[src/rtl/branch_facility_xl.sv]
// Branch facility: owns CIA/NIA, CTR and LR, resolves I/B/XL-form branches,
// supports 32-bit mode truncation and a circular return-address stack.
module branch_facility_xl #(
  parameter int                ADDR_W     = 64,
  parameter int                RAS_DEPTH  = 8,
  parameter logic [ADDR_W-1:0] RESET_ADDR = '0
) (
  input  logic              i_clk,
  input  logic              i_rst,
  input  logic              i_32b_mode,
  input  logic              i_stall,
  input  logic              i_en,
  input  logic [31:0]       i_instr,
  input  logic [1:0]        i_form,
  input  logic [31:0]       i_condition_register,
  input  logic [ADDR_W-1:0] i_target_address_register,
  input  logic              i_ctr_wr_en,
  input  logic [ADDR_W-1:0] i_ctr_wr_data,
  input  logic              i_lr_wr_en,
  input  logic [ADDR_W-1:0] i_lr_wr_data,
  output logic [ADDR_W-1:0] o_next_instr_addr,
  output logic [ADDR_W-1:0] o_current_instr_addr,
  output logic [ADDR_W-1:0] o_count_register,
  output logic [ADDR_W-1:0] o_link_register,
  output logic              o_taken,
  output logic              o_ras_mispredict,
  output logic              o_err
);

  localparam int PTR_W = $clog2(RAS_DEPTH);
  localparam int CNT_W = PTR_W + 1;

  localparam logic [1:0] FORM_I  = 2'b00;
  localparam logic [1:0] FORM_B  = 2'b01;
  localparam logic [1:0] FORM_XL = 2'b10;

  localparam logic [9:0] XO_BCLR  = 10'd16;
  localparam logic [9:0] XO_BCCTR = 10'd528;
  localparam logic [9:0] XO_BCTAR = 10'd560;

  localparam logic [ADDR_W-1:0] ADDR_ONE  = ADDR_W'(1);
  localparam logic [ADDR_W-1:0] ADDR_FOUR = ADDR_W'(4);
  localparam logic [PTR_W-1:0]  PTR_ONE   = PTR_W'(1);
  localparam logic [CNT_W-1:0]  CNT_ONE   = CNT_W'(1);
  localparam logic [CNT_W-1:0]  CNT_FULL  = CNT_W'(RAS_DEPTH);

  // Architectural state
  logic [ADDR_W-1:0] cia_reg;
  logic [ADDR_W-1:0] ctr_reg;
  logic [ADDR_W-1:0] lr_reg;
  logic              boot_reg;
  logic              err_reg;
  logic              mispredict_reg;

  // Return-address stack
  logic [ADDR_W-1:0] ras_mem [RAS_DEPTH];
  logic [PTR_W-1:0]  ras_ptr_reg;
  logic [CNT_W-1:0]  ras_cnt_reg;
  logic [PTR_W-1:0]  ras_ptr_next;
  logic [CNT_W-1:0]  ras_cnt_next;
  logic [PTR_W-1:0]  ras_waddr;
  logic              ras_we;
  logic [ADDR_W-1:0] ras_top;

  // Instruction fields; instr bit 0 is the MSB, so field instr[k] is i_instr[31-k]
  logic [4:0]  bo;
  logic [4:0]  bi;
  logic [4:0]  cr_idx;
  logic [1:0]  bh;
  logic [9:0]  xo;
  logic        aa;
  logic        lk;
  logic        bo_0;
  logic        bo_1;
  logic        bo_2;
  logic        bo_3;
  logic [ADDR_W-1:0] li_ext;
  logic [ADDR_W-1:0] bd_ext;

  assign bo     = i_instr[25:21];
  assign bi     = i_instr[20:16];
  assign bh     = i_instr[12:11];
  assign xo     = i_instr[10:1];
  assign aa     = i_instr[1];
  assign lk     = i_instr[0];
  assign bo_0   = bo[4];
  assign bo_1   = bo[3];
  assign bo_2   = bo[2];
  assign bo_3   = bo[1];
  assign cr_idx = 5'd31 - bi;
  assign li_ext = {{(ADDR_W-26){i_instr[25]}}, i_instr[25:2], 2'b00};
  assign bd_ext = {{(ADDR_W-16){i_instr[15]}}, i_instr[15:2], 2'b00};

  // Opcode bits and the low TAR bits never influence the result
  logic unused_bits;
  assign unused_bits = ^{i_instr[31:26], i_target_address_register[1:0]};

  // Branch condition evaluation, always against pre-update CTR/LR
  logic [ADDR_W-1:0] seq_addr;
  logic [ADDR_W-1:0] ctr_m1;
  logic              ctr_nz;
  logic              ctr_ok;
  logic              cond_ok;
  logic              branch_active;

  assign seq_addr      = cia_reg + ADDR_FOUR;
  assign ctr_m1        = ctr_reg - ADDR_ONE;
  assign ctr_nz        = i_32b_mode ? (ctr_m1[31:0] != 32'd0) : (ctr_m1 != '0);
  assign ctr_ok        = bo_2 | (ctr_nz ^ bo_3);
  assign cond_ok       = bo_0 | (i_condition_register[cr_idx] == bo_1);
  // The boot cycle only replays CIA; a branch presented then is not executed
  assign branch_active = i_en & ~boot_reg;

  logic              legal;
  logic              taken;
  logic              dec_ctr;
  logic              is_bclr;
  logic [ADDR_W-1:0] target;

  // Decode the form/XO, decide legality, taken and the branch target
  always_comb begin
    legal   = 1'b0;
    taken   = 1'b0;
    dec_ctr = 1'b0;
    is_bclr = 1'b0;
    target  = seq_addr;
    if (branch_active) begin
      case (i_form)
        FORM_I: begin
          legal  = 1'b1;
          taken  = 1'b1;
          target = aa ? li_ext : cia_reg + li_ext;
        end
        FORM_B: begin
          legal   = 1'b1;
          dec_ctr = ~bo_2;
          taken   = ctr_ok & cond_ok;
          target  = aa ? bd_ext : cia_reg + bd_ext;
        end
        FORM_XL: begin
          case (xo)
            XO_BCLR: begin
              legal   = 1'b1;
              is_bclr = 1'b1;
              dec_ctr = ~bo_2;
              taken   = ctr_ok & cond_ok;
              target  = {lr_reg[ADDR_W-1:2], 2'b00};
            end
            XO_BCCTR: begin
              // Decrementing CTR while branching through it is undefined
              legal  = bo_2;
              taken  = bo_2 & cond_ok;
              target = {ctr_reg[ADDR_W-1:2], 2'b00};
            end
            XO_BCTAR: begin
              legal   = 1'b1;
              dec_ctr = ~bo_2;
              taken   = ctr_ok & cond_ok;
              target  = {i_target_address_register[ADDR_W-1:2], 2'b00};
            end
            default: ;
          endcase
        end
        default: ;
      endcase
    end
  end

  logic [ADDR_W-1:0] nia_raw;
  logic [ADDR_W-1:0] nia;

  assign nia_raw = boot_reg ? cia_reg : (taken ? target : seq_addr);
  assign nia     = i_32b_mode ? {{(ADDR_W-32){1'b0}}, nia_raw[31:0]} : nia_raw;

  // RAS control: a link pushes the return address, a taken bclr with BH=00 pops
  logic push;
  logic pop_req;
  logic ras_nonempty;

  assign push         = legal & lk;
  assign pop_req      = taken & is_bclr & (bh == 2'b00);
  assign ras_nonempty = (ras_cnt_reg != '0);
  assign ras_top      = ras_mem[ras_ptr_reg];

  // Next RAS pointer/count and write port; bclrl swaps the top entry in place
  always_comb begin
    ras_we       = 1'b0;
    ras_waddr    = ras_ptr_reg;
    ras_ptr_next = ras_ptr_reg;
    ras_cnt_next = ras_cnt_reg;
    if (push && pop_req && ras_nonempty) begin
      ras_we    = 1'b1;
      ras_waddr = ras_ptr_reg;
    end else if (push) begin
      ras_we       = 1'b1;
      ras_waddr    = ras_ptr_reg + PTR_ONE;
      ras_ptr_next = ras_ptr_reg + PTR_ONE;
      if (ras_cnt_reg != CNT_FULL) begin
        ras_cnt_next = ras_cnt_reg + CNT_ONE;
      end
    end else if (pop_req && ras_nonempty) begin
      ras_ptr_next = ras_ptr_reg - PTR_ONE;
      ras_cnt_next = ras_cnt_reg - CNT_ONE;
    end
  end

  logic err_next;
  logic mispredict_next;
  logic spr_wr_req;

  assign spr_wr_req      = i_ctr_wr_en | i_lr_wr_en;
  assign err_next        = i_en & (i_stall | (branch_active & ~legal) | spr_wr_req);
  assign mispredict_next = ~i_stall & pop_req & ras_nonempty & (ras_top != target);

  // Architectural register and RAS pointer updates, frozen while stalled
  always_ff @(posedge i_clk) begin
    if (i_rst) begin
      cia_reg        <= RESET_ADDR;
      ctr_reg        <= '0;
      lr_reg         <= '0;
      boot_reg       <= 1'b1;
      err_reg        <= 1'b0;
      mispredict_reg <= 1'b0;
      ras_ptr_reg    <= '0;
      ras_cnt_reg    <= '0;
    end else begin
      err_reg        <= err_next;
      mispredict_reg <= mispredict_next;
      if (!i_stall) begin
        cia_reg  <= nia;
        boot_reg <= 1'b0;
        if (dec_ctr) begin
          ctr_reg <= ctr_m1;
        end else if (!i_en && i_ctr_wr_en) begin
          ctr_reg <= i_ctr_wr_data;
        end
        if (push) begin
          lr_reg <= seq_addr;
        end else if (!i_en && i_lr_wr_en) begin
          lr_reg <= i_lr_wr_data;
        end
        ras_ptr_reg <= ras_ptr_next;
        ras_cnt_reg <= ras_cnt_next;
      end
    end
  end

  // RAS storage; entries beyond the valid count are never consulted
  always_ff @(posedge i_clk) begin
    if (!i_rst && !i_stall && ras_we) begin
      ras_mem[ras_waddr] <= seq_addr;
    end
  end

  assign o_next_instr_addr    = nia;
  assign o_current_instr_addr = cia_reg;
  assign o_count_register     = ctr_reg;
  assign o_link_register      = lr_reg;
  assign o_taken              = taken;
  assign o_ras_mispredict     = mispredict_reg;
  assign o_err                = err_reg;

endmodule

[config.mk]
export PLATFORM = sky130hd
export DESIGN_NAME = branch_facility_xl
export DESIGN_NICKNAME = d
export VERILOG_FILES = /design/src/rtl/branch_facility_xl.sv
export SDC_FILE = /design/constraint.sdc
export NUM_CORES = 2
export LEC_CHECK = 0
export ABC_AREA = 1
export CORE_UTILIZATION = 45
export DETAILED_ROUTE_END_ITERATION = 8
export GPL_TIMING_DRIVEN = 0
export PLACE_DENSITY = 0.68
export SYNTH_ARGS = -nofsm -noshare
export SYNTH_HDL_FRONTEND = slang
export SYNTH_SLANG_ARGS = --single-unit
[constraint.sdc]
create_clock -name i_clk -period 9.82 [get_ports i_clk]
set_input_delay 2.946 -clock i_clk [delete_from_list [all_inputs] [get_ports i_clk]]
set_output_delay 2.946 -clock i_clk [all_outputs]
set_load 0.05 [all_outputs]
### Yosys cells after proc, flatten, opt, wreduce, memory -nomap -nowiden

Memory sizes are Yosys's and may differ from the RTL's. A register that Yosys moved wholly into a read port is not among the register bits.
Cells that the tools add are included.

| storage, ports and cells | value |
|---|---|
| logic and storage cells | 114 |
| memories kept | 1 |
| bits in registers | 202 |
| memory bits (writable) | 512 |
| output and inout bits | 259 |

| cells by class | value |
|---|---|
| add/sub/neg operators | 9 |
| equal/unequal tests | 9 |
| magnitude comparators | 1 |
| multiplexer cells | 40 |
| reductions and logical operators | 24 |
| bitwise operators | 22 |

Memory list:

| name | words | bits a word | rd ports | clocked after Yosys merged registers in | wr ports | line | RTL |
|---|---|---|---|---|---|---|---|
| ras_mem | 8 | 64 | 1 | 1 | 1 | 56 | `logic [ADDR_W-1:0] ras_mem [RAS_DEPTH];` |

Operators with widths:

| cell | count |
|---|---|
| $mux W64 | 10 |
| $pmux W64 S3 | 2 |
| $add A64 B64 Y64 | 2 |
| $add A64 B3 Y64 const B | 1 |
| $ne A64 B64 Y1 | 1 |
| $reduce_bool A64 Y1 | 1 |
| $sub A64 B1 Y64 const B | 1 |
| $reduce_bool A32 Y1 | 1 |
| $eq A10 B10 Y1 const B | 2 |
| $mux W3 | 6 |
| $mux W1 | 13 |
| $mux W4 | 3 |
| $and A1 B1 Y1 | 11 |
| $eq A10 B5 Y1 const B | 1 |
| $pmux W1 S2 | 4 |
| $logic_and A1 B1 Y1 | 7 |
| $lt A5 B6 Y1 const B | 1 |
| $reduce_bool A2 Y1 | 3 |
| $bmux W1 S5 | 1 |
| $not A1 Y1 | 5 |
| $or A1 B1 Y1 | 5 |
| $sub A5 B5 Y5 const A | 1 |
| $add A4 B1 Y4 const B | 1 |
| $logic_not A2 Y1 | 2 |
| other kinds (16) | 20 |

### Logic depth before layout (Yosys ltp)

| logic depth | value |
|---|---|
| depth after elaboration | 17 |
| depth in mapped cells | 32 |

### Least setup slack after synthesis

Ideal clock, no wire load.

| timing | value |
|---|---|
| kind | input to output |
| from | input port i_instr[2] |
| to | output port o_next_instr_addr[48] |
| slack | 1380 ps |
| stages | 20 |
| data arrival time | 5494 ps |
| cells stage by stage | ha_1 -> fa_1 -> nand2_1 -> nand3_1 -> nand2_1 -> nand2_1 -> nand3_1 -> nand2_1 -> a21oi_1 -> inv_1 -> a21oi_1 -> or2_2 -> nand3_1 -> nand3_1 -> nand2_1 -> nand2_1 -> nand2_1 -> nand3_1 -> nand3_1 -> inv_1 |

| on the way | value |
|---|---|
| cells in the longest elaborated chain, start to end | 8 |
| elaborated cells on any way between the ends | 17 |

RTL lines:

| element | line | RTL |
|---|---|---|
| start, declared | 13 | `input logic [31:0] i_instr,` |
| branches (longest 5 deep; another with $add A64 B64 Y64) | - |  |
| $mux W64 (*) (2 in series) | 172 | `assign nia_raw = boot_reg ? cia_reg : (taken ? target : seq_addr);` |
| $mux W64 (*) | 173 | `assign nia = i_32b_mode ? {{(ADDR_W-32){1'b0}}, nia_raw[31:0]} : nia_raw;` |
| end, declared | 21 | `output logic [ADDR_W-1:0] o_next_instr_addr,` |

Every way passes the cells marked *.

### Worst setup path after layout

| timing | value |
|---|---|
| from | input port i_instr[1] |
| to | output port o_next_instr_addr[50] |

| on the way | value |
|---|---|
| cells in the longest elaborated chain, start to end | 8 |
| elaborated cells on any way between the ends | 15 |

RTL lines:

| element | line | RTL |
|---|---|---|
| $eq A10 B10 Y1 / $eq A10 B5 Y1 (equally long branches) | 141 | `case (xo)` |
| $reduce_or A2 Y1 (no source line) | - |  |
| $pmux W1 S2 | 141 |  |
| $pmux W1 S3 | 128 | `case (i_form)` |
| $mux W1 | 127 | `if (branch_active) begin` |
| $mux W64 (*) (2 in series) | 172 |  |
| $mux W64 (*) | 173 |  |

Every way passes the cells marked *; elsewhere a longest branch is shown, timed or not.

==> metrics.md <==
| Metric | Value |
|---|---|
| Via Count | ~56,000 |
| Synthesized area | 47,400 µm² |
| Period minus WS final | 9.85 ns |
| Worst Skew | between 0.05 and 0.06 ns |
| Via density | 6.52 |
| Fillers | approximately 9,400 |
| Worst skew pair latency | about 0.7 ns |
| Critical Path Sink Type | primary output |
| Hold Buf Count CTS | 0 |
| Total Power | slightly below 9 mW |
| CTS root buf | clkbuf_16 |
| Slew @ Worst Pin | 1.46 ns |
| CTS tree | yes |
| Die span in y | between 300 and 400 µm |
| Startpoint type of the worst setup path | input port |
| ANT nets after route | 0 |
| Port Buffers | around 510 |
| Drt initial violations | about 11,000 |
| Post-synth EDFFs | between 500 and 600 |
| GRT Util Overall | 50.9% |
| Biggest register | ras_mem |
| Critical Path, Cell by Cell | dlygate4sd2_1 -> nor2_1 -> nand2_1 -> nor2_4 -> nand3_4 -> clkbuf_4 -> buf_2 -> o211ai_1 -> a21oi_1 -> nand3_2 -> nand2_1 -> nand2_1 -> nand2_1 -> o211ai_2 -> nand2_1 -> inv_1 -> clkdlybuf4s15_2 |
| Slowest CP cell | dlygate4sd2_1 |
| Final instance area | around 59,000 µm² |
| DRT Pass-1 Iters | 8 |
| TritonCTS Buffers | 76 |
| Syn Area/Cell | approximately 7.2 µm² |
| Syn Inst Count | 6,557 |
| Fmax | just over 100 MHz |
| Share of layout cells above drive strength 1 | ~7.5% |
| CP peak stage delay | between 0.6 and 0.7 ns |
| Clock sinks | about 700 |
| Failing checks | negative setup slack |
| I/O pin total | around 520 |
| Final setup fails | 4 |
| Die Area | 107,000 µm² |
| Worst setup margin | -0.0326 ns |
| Hold Path Class | reg -> reg |
| Clock slew at reported path FFs | roughly 0.070 ns |
| Row count | ~120 |
| Pin count of the biggest net entering global routing | 42 |
| Final period util | 100% |
| Seq/Total Area, Yosys | roughly two fifths |
| Depth of the CTS H-tree | 3 |
| Initial antenna violation count | 38 |
| Buffer levels on the longest clock path | 3 |
| Critical path arrival | roughly 6.9 ns |
| Max FFs per register | roughly 500 |
| Final count of hold timing violations | 0 |
| Grt total ovfl | 0 |
| Net count after synthesis | slightly below 7,000 |
| Post-DP HPWL | ~220,000 µm |
| Util after Layout | a little under three fifths |
| Worst-path fanout max | 10 |
| Peak supply drop | 0.198 mV |
| DRT Wirelength | roughly 280,000 µm |
| Setup tns final | -0.100 ns |
| Vias in the first global route | roughly 52,000 |
| GPL Wtd Cong | between 1 and 1.5 |
| Initial Util | between 40% and 50% |
| Crit-path leading delay family | buffers and inverters |
| Commonest non-fill, non-tap cell in the layout | nand2_1 |
| CP bufs+invs | 5 |
| Pwr/cell area | approximately 150 nW/µm² |
| Area grow syn2layout | 23.9% |
| Setup WS pre-CTS | -2.01 ns |
| Slew Limit Headroom | around 2.4% |
| DRC | 0 |
| Synth warnings | 0 |
| RSZ-0062 raised after global routing | yes |
| Global-route wire length before repair | around 380,000 µm |
| Die width | 327 µm |
| #FFs+latches synth | about 720 |
| Max cap viols | 0 |
| Netlist cell types | 62 |
| Slew Viols, Final | 0 |
| Top_reg_cell synth | edfxtp_1 |
| Outcome | complete, but fails checks |
| Ys async rst share | 0% |
| Critical path type | in -> out |
| Most used cell, CP | nand2_1 |
| Core Region | a little over 100,000 µm² |
| P_leak | around 24 nW |
| WL per Instance | 32.6 µm |
| Most frequent cells in the layout | nand2_1, inv_1, nor2_1, a21oi_1, edfxtp_1 |
| DP Area | about 55,000 µm² |
| Worst EP required | about 6.9 ns |
| Net count reported at finish | 7,582 |
## layer usage
layer / track usage [%] / part of all wire (%)
met5: 0 / 0.048
met4: 31.3 / 7.8
met3: 14.8 / 15
met2: 75.4 / 41
met1: 65.2 / 36
## path summary, 6_finish.rpt
kind | slack [ns] | start | depth (start not counted) | to
worst max-delay path | -0.03 | i_instr[1] | 17 | o_next_instr_addr[50]
worst min-delay path | 0.49 | o_link_register[59] | 2 | o_link_register[59]
worst max register to register | 3.73 | o_current_instr_addr[2] | 21 | o_ras_mispredict
worst min register to register | 0.49 | o_link_register[59] | 2 | o_link_register[59]
## final cells by class
type | count | area, µm² | share of cell area [%]
multi-input cells | 4836 | 25100 | 42.8
flip-flops and latches | 717 | 19500 | 33.2
repair buffers | 560 | 5740 | 9.77
inverters | 719 | 2710 | 4.61
clock buffers | 82 | 1940 | 3.30
well taps | 1380 | 1730 | 2.94
plain buffers | 284 | 1240 | 2.11
clock inverters | 54 | 721 | 1.23
diodes | 12 | 30.0 | 0.0511
## cells by family after synthesis
kind of cell | Yosys count | synth area share (%)
AND/OR/NAND/NOR | 3273 | 28.8
AO/OA/AOI/OAI | 1333 | 16.7
buffers and inverters | 1004 | 8.19
flip-flops | 717 | 41.1
adder cells (fa/ha/maj) | 123 | 3.28
XOR/XNOR | 103 | 1.90
multiplexers | 4 | 0.0845
## Yosys cell counts (all sizes together), types with 3 or more instances
| library cell | number | area, µm² |
|---|---|---|
| nand2 | 1888 | 7130 |
| o22ai | 3 | 18.8 |
| a221oi | 25 | 219 |
| mux2i | 4 | 40.0 |
| o21bai | 16 | 124 |
| a31oi | 95 | 594 |
| inv | 712 | 2680 |
| nand4 | 115 | 719 |
| a32o | 76 | 761 |
| nor3 | 65 | 330 |
| a22oi | 16 | 120 |
| xor2 | 94 | 823 |
| dfxtp | 205 | 4100 |
| o221ai | 40 | 350 |
| o21a | 4 | 30.0 |
| o21ai | 390 | 1950 |
| edfxtp | 512 | 15400 |
| nor4 | 12 | 75.1 |
| a21o | 7 | 52.6 |
| a32oi | 4 | 35.0 |
| nand3b | 28 | 210 |
| clkbuf | 201 | 754 |
| nor2 | 669 | 2620 |
| o211ai | 70 | 601 |
| a21oi | 550 | 2760 |
| a211oi | 31 | 233 |
| clkinv | 7 | 26.3 |
| nand3 | 466 | 2360 |
| and2 | 4 | 25.0 |
| buf | 84 | 420 |
| ha | 121 | 1510 |
| xnor2 | 9 | 78.8 |
| or2 | 20 | 125 |
## worst reg2reg max path: cells and delay by family (launching register included)
family	cells	cell delay (ns)
AOI/OAI and AO/OA	1	0.40
adders and majority gates	1	0.58
DFF	1	0.75
buffers and inverters	2	0.14
and+or+nand+nor	16	2.91
xor gates and xnor gates	1	1.19
## per-stage QoR
stage	hold slack (ns)	cells
after floorplan	0.459	6557
after global placement	0.468	8450
after detailed placement	0.481	8473
after CTS	0.493	8624
after global routing	0.530	8637
final	0.493	8644
## report_power, final
| group | switching [mW] | leakage [nW] | internal [mW] |
|---|---|---|---|
| combinational | 1.49 | 16.6 | 0.592 |
| sequential | 0.160 | 6.32 | 3.29 |
| clock | 1.40 | 1.28 | 1.77 |
| total | 3.05 | 24.2 | 5.66 |
## timing repair
item	4_1_cts	5_1_grt
endpoints found under the setup margin	65	54
pin swaps	15	19
setup buffers	14	9
gates cloned	1	0
resized for setup	306	156
Note: power is estimated with default switching activity, not from simulation.
